==> config.mk <==
export PLATFORM = sky130hd
export DESIGN_NAME = isdu_control
export DESIGN_NICKNAME = d
export VERILOG_FILES = /design/src/rtl/lc3_pkg.sv /design/src/rtl/isdu_control.sv
export SDC_FILE = /design/constraint.sdc
export NUM_CORES = 1
export LEC_CHECK = 0
export CAP_MARGIN = 30
export CORE_MARGIN = 3
export CORE_UTILIZATION = 34
export DETAILED_ROUTE_END_ITERATION = 8
export DONT_BUFFER_PORTS = 1
export SETUP_SLACK_MARGIN = 0.02
export SLEW_MARGIN = 20
export SYNTH_ARGS = -nofsm -noshare
export SYNTH_HDL_FRONTEND = slang
export SYNTH_SLANG_ARGS = --single-unit
==> constraint.sdc <==
create_clock -name Clk -period 2.1 [get_ports Clk]
set_clock_uncertainty 0.2 [all_clocks]
set_input_delay 0.21 -clock Clk [delete_from_list [all_inputs] [get_ports Clk]]
set_output_delay 0.21 -clock Clk [all_outputs]
set_load 0.01 [all_outputs]
==> src/rtl/lc3_pkg.sv <==
// Shared LC-3 control definitions: ISDU state encoding, opcodes and the
// datapath mux/ALU select encodings driven by the control unit.
package lc3_pkg;

    typedef enum logic [4:0] {
        HALTED, S18, S33, S35, S32,
        S01, S05, S09, S06, S07,
        S25, S27, S23, S16, S04,
        S21, S20, S12, S00, S22,
        PAUSE1, PAUSE2
    } isdu_state_e;

    localparam logic [3:0] OP_BR    = 4'b0000;
    localparam logic [3:0] OP_ADD   = 4'b0001;
    localparam logic [3:0] OP_JSR   = 4'b0100;
    localparam logic [3:0] OP_AND   = 4'b0101;
    localparam logic [3:0] OP_LDR   = 4'b0110;
    localparam logic [3:0] OP_STR   = 4'b0111;
    localparam logic [3:0] OP_NOT   = 4'b1001;
    localparam logic [3:0] OP_JMP   = 4'b1100;
    localparam logic [3:0] OP_PAUSE = 4'b1101;

    localparam logic [1:0] PCMUX_PC1   = 2'd0;
    localparam logic [1:0] PCMUX_BUS   = 2'd1;
    localparam logic [1:0] PCMUX_ADDER = 2'd2;

    localparam logic [1:0] ADDR2_ZERO  = 2'd0;
    localparam logic [1:0] ADDR2_OFF6  = 2'd1;
    localparam logic [1:0] ADDR2_OFF9  = 2'd2;
    localparam logic [1:0] ADDR2_OFF11 = 2'd3;

    localparam logic [1:0] ALUK_ADD  = 2'd0;
    localparam logic [1:0] ALUK_AND  = 2'd1;
    localparam logic [1:0] ALUK_NOT  = 2'd2;
    localparam logic [1:0] ALUK_PASS = 2'd3;

    // First execute state for each opcode; unimplemented opcodes refetch.
    function automatic isdu_state_e decode_opcode(input logic [3:0] op);
        case (op)
            OP_ADD:   return S01;
            OP_AND:   return S05;
            OP_NOT:   return S09;
            OP_BR:    return S00;
            OP_JMP:   return S12;
            OP_JSR:   return S04;
            OP_LDR:   return S06;
            OP_STR:   return S07;
            OP_PAUSE: return PAUSE1;
            default:  return S18;
        endcase
    endfunction

endpackage

==> src/rtl/isdu_control.sv <==
// LC-3 instruction sequencing and decode unit: Moore FSM producing the
// datapath load enables, bus gates, mux selects and memory strobes.
module isdu_control
    import lc3_pkg::*;
(
    input  logic        Clk,
    input  logic        reset,
    input  logic        Run,
    input  logic        Continue,
    input  logic [15:0] IR,
    input  logic        BEN,
    input  logic        mem_rdy,
    output logic        LD_MAR,
    output logic        LD_MDR,
    output logic        LD_IR,
    output logic        LD_BEN,
    output logic        LD_CC,
    output logic        LD_REG,
    output logic        LD_PC,
    output logic        LD_LED,
    output logic        GatePC,
    output logic        GateMDR,
    output logic        GateALU,
    output logic        GateMARMUX,
    output logic [1:0]  PCMUX,
    output logic        DRMUX,
    output logic        SR1MUX,
    output logic        SR2MUX,
    output logic        ADDR1MUX,
    output logic [1:0]  ADDR2MUX,
    output logic [1:0]  ALUK,
    output logic        Mem_OE,
    output logic        Mem_WE,
    output isdu_state_e state_o
);

    isdu_state_e state_q, state_d;

    // Register-field bits are consumed by the datapath, not by sequencing.
    logic unused_ir;
    assign unused_ir = ^{IR[10:6], IR[4:0]};

    assign state_o = state_q;

    always_ff @(posedge Clk) begin
        if (reset) state_q <= HALTED;
        else       state_q <= state_d;
    end

    always_comb begin
        state_d    = state_q;
        LD_MAR     = 1'b0;
        LD_MDR     = 1'b0;
        LD_IR      = 1'b0;
        LD_BEN     = 1'b0;
        LD_CC      = 1'b0;
        LD_REG     = 1'b0;
        LD_PC      = 1'b0;
        LD_LED     = 1'b0;
        GatePC     = 1'b0;
        GateMDR    = 1'b0;
        GateALU    = 1'b0;
        GateMARMUX = 1'b0;
        PCMUX      = PCMUX_PC1;
        DRMUX      = 1'b0;
        SR1MUX     = 1'b0;
        SR2MUX     = 1'b0;
        ADDR1MUX   = 1'b0;
        ADDR2MUX   = ADDR2_ZERO;
        ALUK       = ALUK_ADD;
        Mem_OE     = 1'b0;
        Mem_WE     = 1'b0;

        case (state_q)
            HALTED: if (Run) state_d = S18;
            S18: begin
                GatePC = 1'b1; LD_MAR = 1'b1; LD_PC = 1'b1; PCMUX = PCMUX_PC1;
                state_d = S33;
            end
            S33: begin
                Mem_OE = 1'b1; LD_MDR = 1'b1;
                if (mem_rdy) state_d = S35;
            end
            S35: begin
                GateMDR = 1'b1; LD_IR = 1'b1;
                state_d = S32;
            end
            S32: begin
                LD_BEN  = 1'b1;
                state_d = decode_opcode(IR[15:12]);
            end
            S01, S05: begin
                SR1MUX = 1'b1; SR2MUX = IR[5]; GateALU = 1'b1;
                ALUK   = (state_q == S01) ? ALUK_ADD : ALUK_AND;
                DRMUX  = 1'b1; LD_REG = 1'b1; LD_CC = 1'b1;
                state_d = S18;
            end
            S09: begin
                SR1MUX = 1'b1; ALUK = ALUK_NOT; GateALU = 1'b1;
                DRMUX  = 1'b1; LD_REG = 1'b1; LD_CC = 1'b1;
                state_d = S18;
            end
            S06, S07: begin
                ADDR1MUX = 1'b1; ADDR2MUX = ADDR2_OFF6; SR1MUX = 1'b1;
                GateMARMUX = 1'b1; LD_MAR = 1'b1;
                state_d = (state_q == S06) ? S25 : S23;
            end
            S25: begin
                Mem_OE = 1'b1; LD_MDR = 1'b1;
                if (mem_rdy) state_d = S27;
            end
            S27: begin
                GateMDR = 1'b1; DRMUX = 1'b1; LD_REG = 1'b1; LD_CC = 1'b1;
                state_d = S18;
            end
            S23: begin
                SR1MUX = 1'b0; ALUK = ALUK_PASS; GateALU = 1'b1; LD_MDR = 1'b1;
                state_d = S16;
            end
            S16: begin
                Mem_WE = 1'b1;
                if (mem_rdy) state_d = S18;
            end
            S04: begin
                GatePC = 1'b1; DRMUX = 1'b0; LD_REG = 1'b1;
                state_d = IR[11] ? S21 : S20;
            end
            S21: begin
                ADDR1MUX = 1'b0; ADDR2MUX = ADDR2_OFF11; PCMUX = PCMUX_ADDER; LD_PC = 1'b1;
                state_d = S18;
            end
            S20, S12: begin
                SR1MUX = 1'b1; ADDR1MUX = 1'b1; ADDR2MUX = ADDR2_ZERO;
                PCMUX  = PCMUX_ADDER; LD_PC = 1'b1;
                state_d = S18;
            end
            S00: state_d = BEN ? S22 : S18;
            S22: begin
                ADDR1MUX = 1'b0; ADDR2MUX = ADDR2_OFF9; PCMUX = PCMUX_ADDER; LD_PC = 1'b1;
                state_d = S18;
            end
            PAUSE1: begin
                LD_LED = 1'b1;
                if (Continue) state_d = PAUSE2;
            end
            PAUSE2: if (!Continue) state_d = S18;
            default: state_d = HALTED;
        endcase
    end

endmodule

# Word-level counts from Yosys, hierarchy flattened
# Memory sizes are Yosys's and may differ from the RTL's.
# Cells that the tools add are included.
# word_totals
romBits	80
out_inout_bits	29
wordCells	77
n_memories	1
regBits	5
# op_classes
eq_ne	27
n_mux	31
reduce_logical	17
# mem_list
name	depth	width	rd	rd_clocked_by_memory_dff	wr	line_no	rtl
(name not given)	16	5	1	0	0	lc3_pkg.sv:39	case (op)
# ops
op	count
one-hot mux 5 bit (14 select lines)	1
equality test 5 x 4 -> 1 bit (second input constant)	8
2-to-1 mux 5 bit	8
equality test 5 bit (second input constant)	6
equality test 5 x 3 -> 1 bit (second input constant)	4
2-to-1 mux 1 bit	18
OR reduction 4 bit	4
!= test 2 bit (second input constant)	6
one-hot mux 2 bit (3 select lines)	2
equality test 5 x 2 -> 1 bit (second input constant)	2
OR reduction 2 bit	5
OR reduction 5 bit	2
OR reduction 8 bit	1
OR reduction 7 bit	1
AND reduction 6 bit	1
OR reduction 3 bit	2
equality test 5 x 1 -> 1 bit (second input constant)	1
logical NOT 5 bit	1
2-to-1 mux 3 bit	1
2-to-1 mux 2 bit	1

# Logic depth before layout (Yosys ltp)
# logic_depth
depth_word	3
ltp_mapped	6
ltp_nobuf	4

# Least setup slack after synthesis
# No wires, ideal clock.
# synth_timing
path_type	register -> output
startpoint	register state_q[1] (netlist: state_o[1])
endpoint	output LD_CC
t_required_ns	1.690
path_stages_with_launch	7
arrival_time_ns	1.634
slack_ns	0.056
n_path_buf	3
cell_sequence	dfxtp_1 > buf_2 > buf_4 > nand2_1 > or3_1 > a21oi_1 > buf_4
# synth_via
elab_chain_cells	3
word_cells_on_any_way	6
# synth_rtl
item	line_no	rtl
start: declaration	isdu_control.sv:37	isdu_state_e state_q, state_d;
start signal: assignment	isdu_control.sv:47	else state_q <= state_d;
equality test 5 x 3 -> 1 bit / equality test 5 x 4 -> 1 bit (equally long branches)	-	
OR reduction 4 bit (no source line) *	-	
2-to-1 mux 1 bit *	-	
end: declaration	isdu_control.sv:17	output logic LD_CC,
# Mark *: on every way between the ends. The rest lies on a longest branch, timed or not.

# Final worst setup path
# layout_timing
startpoint	register state_q[2] (netlist: state_o[2])
endpoint	output GatePC
# layout_via
elab_chain_cells	3
word_cells_on_any_way	4
# layout_rtl
item	line_no	rtl
equality test 5 x 4 -> 1 bit / equality test 5 x 1 -> 1 bit (equally long branches)	isdu_control.sv:74	case (state_q)
OR reduction 2 bit (no source line) *	-	
2-to-1 mux 1 bit *	isdu_control.sv:74	
end: declaration	isdu_control.sv:21	output logic GatePC,
# Marked as above.

==> metrics.md <==
| Metric | Value |
|---|---|
| Run status | completed |
| Max reg flops | 5 |
| Leading area contributor after synthesis | dfxtp_1 |
| Grt total ovfl | 0 |
| Vias in the first global route | 937 |
| Num CTS Buffers | 3 |
| First-pass GRT wire length | 4440 µm |
| Initial core utilization | 0.381 |
| Vias | 1033 |
| Final Max Slew Viols | 0 |
| CP max FO | 19 |
| Ports | 51 |
| Global routing usage on met3 | 0.0362 |
| Cell Rows | 17 |
| Critical path class | register to output port |
| Post-synth top area share | 0.112 |
| Crit-path max cell delay | 0.48 ns |
| Mapped Cells | 134 |
| DR DRC count | 0 |
| H-tree levels | 1 |
| Yosys cell types | 47 |
| Final period utilization | 0.949 |
| Final Setup Violations | 0 |
| Core area | 0.00234 mm² |
| Number of buffers and inverters on the critical path | 1 |
| Die area | 0.00327 mm² |
| FF+latch count, synth | 5 |
| Placed cell areas | 0.00101 mm² |
| NumNets Final | 171 |
| CTS tree | yes |
| Largest net degree at the start of global routing | 20 |
| Post-Route Setup TNS | 0 ns |
| Final Hold Vio Count | 0 |
| Pleak | 0.000430 µW |
| Chip height | 57.2 µm |
| Cell count after placement | 170 |
| Gr busiest metal | met2 |
| Starting DRT DRC Count | 71 |
| Sequential area share after synthesis | 0.112 |
| Port Buffer Count | 0 |
| Antenna violations before repair | 0 |
| Max IR drop VDD | 0.209 mV |
| Clock transition at the registers of the reported paths | 0.04 ns |
| Max Cap Viol | 0 |
| DIE WIDTH | 57.2 µm |
| Fill count | 236 |
| Period minus WS final | 1.99 ns |
| CP Capture Type | output port |
| Post-Layout Cell Count | 176 |
| Ys Warns | 0 |
| DR WL/cell | 15.2 µm |
| Mean area per synthesized cell | 6.65 µm² |
| Syn nets | 156 |
| Overall routing resource usage | 0.164 |
| RSZ-0062 raised after global routing | false |
| Final Cell Area | 0.00107 mm² |
| Worst EP required | 1.69 ns |
| DRT Pass-1 Iters | 4 |
| Final wirelength | 2680 µm |
| Ranking of synthesized cells by area | dfxtp_1 (11%), nor2b_1 (7.7%), a21oi_1 (7.3%) |
| GPL Wtd Cong | 0.848 |
| Area of the mapped netlist | 891 µm² |
| Area Overhead vs Synth | 19.9% |
| P per Cell Area | 450 mW/mm² |
| Fin Hold WS | 0.0148 ns |
| Delay-heaviest family, CP | simple AND/OR/NAND/NOR gates |
| DP Wirelength | 2030 µm |
| CP cell instances | buf_4 -> or4b_1 -> a21oi_1 |
| DRT antenna net count | 0 |
| Grt met2 use | 0.264 |
| Post-CTS setup buffers | 0 |
| Worst Path Arrival | 1.58 ns |
| Clk sinks | 5 |
| Vias per cell | 5.87 |
| CP max-delay cell | or4b_1 |
| CTS Root Cell | clkbuf_4 |
| Ant. Diodes | 0 |
| Min-delay worst type | input pin to register |
| Clk buf depth | 2 |
| Fraction of layout cells with a size suffix above 1 | 0.236 |
| Maximum clock rate | 502 MHz |
| CP Launch Type | register |
| GR Util met1 | 0.217 |
| Clk_lat worst skew | 0.24 ns |
[per-stage QoR]
stage	util	worst slack [ns]	total power, µW
after CTS	0.453	0.0445	483
after floorplan	-	0.0565	298
after global placement	0.432	0.216	360
after detailed placement	0.432	0.200	363
final	0.457	0.108	481
after global routing	0.457	0.0356	525
[kinds of logic after synthesis]
| group | after synthesis | synth area share |
|---|---|---|
| AO/OA/AOI/OAI | 41 | 0.305 |
| AND/OR/NAND/NOR | 64 | 0.424 |
| XOR/XNOR | 4 | 0.0393 |
| other | 1 | 0.00421 |
| flip-flops | 5 | 0.112 |
| buffers and inverters | 19 | 0.115 |
[worst paths after layout]
kind	from	endpoint	slack [ns]	depth (start not counted)
setup / recovery	state_o[2]	GatePC	0.11	3
hold / removal	IR[11]	state_o[4]	0.01	3
setup reg to reg	state_o[1]	state_o[3]	0.28	5
hold reg to reg	state_o[0]	state_o[0]	0.54	2
[routing by layer]
metal / up-vias / routed length, µm
li1: 519 / -
met1: 466 / 1100
met2: 46 / 1370
met3: 2 / 207
met4: 0 / 6
met5: - / 0
[placed cells by master (no fill, tap or decap), drive strengths merged, types with 2 or more instances in the layout]
| master | count |
|---|---|
| a21o | 2 |
| a21oi | 13 |
| a31oi | 2 |
| and3 | 2 |
| buf | 23 |
| clkbuf | 4 |
| dfxtp | 5 |
| dlygate4sd3 | 2 |
| inv | 4 |
| nand2 | 6 |
| nand2b | 7 |
| nand3 | 3 |
| nand4 | 2 |
| nor2 | 11 |
| nor2b | 11 |
| nor3 | 6 |
| nor3b | 2 |
| nor4 | 2 |
| o21ai | 8 |
| o21bai | 2 |
| o32ai | 3 |
| or3 | 3 |
| or4b | 2 |
| xnor2 | 4 |
[timing repair]
action / CTS / global route
gates resized for setup: 2 / 4
endpoints found under the setup margin: 5 / 8
hold endpoints to repair: 5 / 0
hold buffers: 2 / 0
[layout make-up]
cell class,count,area [µm²],share of cell area
sequential,5,106,0.0995
inverter,4,15.0,0.0141
clock buffer,4,26.3,0.0246
timing repair buffer,25,193,0.180
tap,28,35.0,0.0328
multi-input combinational,110,693,0.649
[cells in the mapped netlist (all sizes together)]
cell type / number
a211o: 1
a311o: 1
dfxtp: 5
inv: 4
and2: 1
a22oi: 1
or4b: 2
a31oi: 2
a21oi: 13
nand2: 6
xnor2: 4
nor4: 2
a221oi: 1
nand2b: 7
or2: 1
or3: 3
a32oi: 1
o211a: 1
o22ai: 1
o32ai: 3
a21boi: 1
and2b: 1
nand4: 2
nand3: 3
nor3: 6
a21o: 2
or4bb: 1
nand4bb: 1
and3: 2
a211oi: 1
nor3b: 2
nor4bb: 1
buf: 15
o21bai: 2
o2bb2ai: 1
nand3b: 1
o32a: 1
nor2b: 11
o21ai: 8
conb: 1
nor2: 11
[power breakdown]
group / leakage, µW / switching [µW] / internal [µW]
clock network: 0.0000150 / 39.2 / 71.8
logic: 0.000372 / 120 / 113
registers: 0.0000429 / 31.1 / 105
total: 0.000430 / 191 / 290
[tightest hold or removal path, stage by stage]
cell and delay (ns):
nor4bb_1 0.04, nand2_1 0.06, a31oi_1 0.09
No activity file was read; power rests on OpenSTA's default activity.
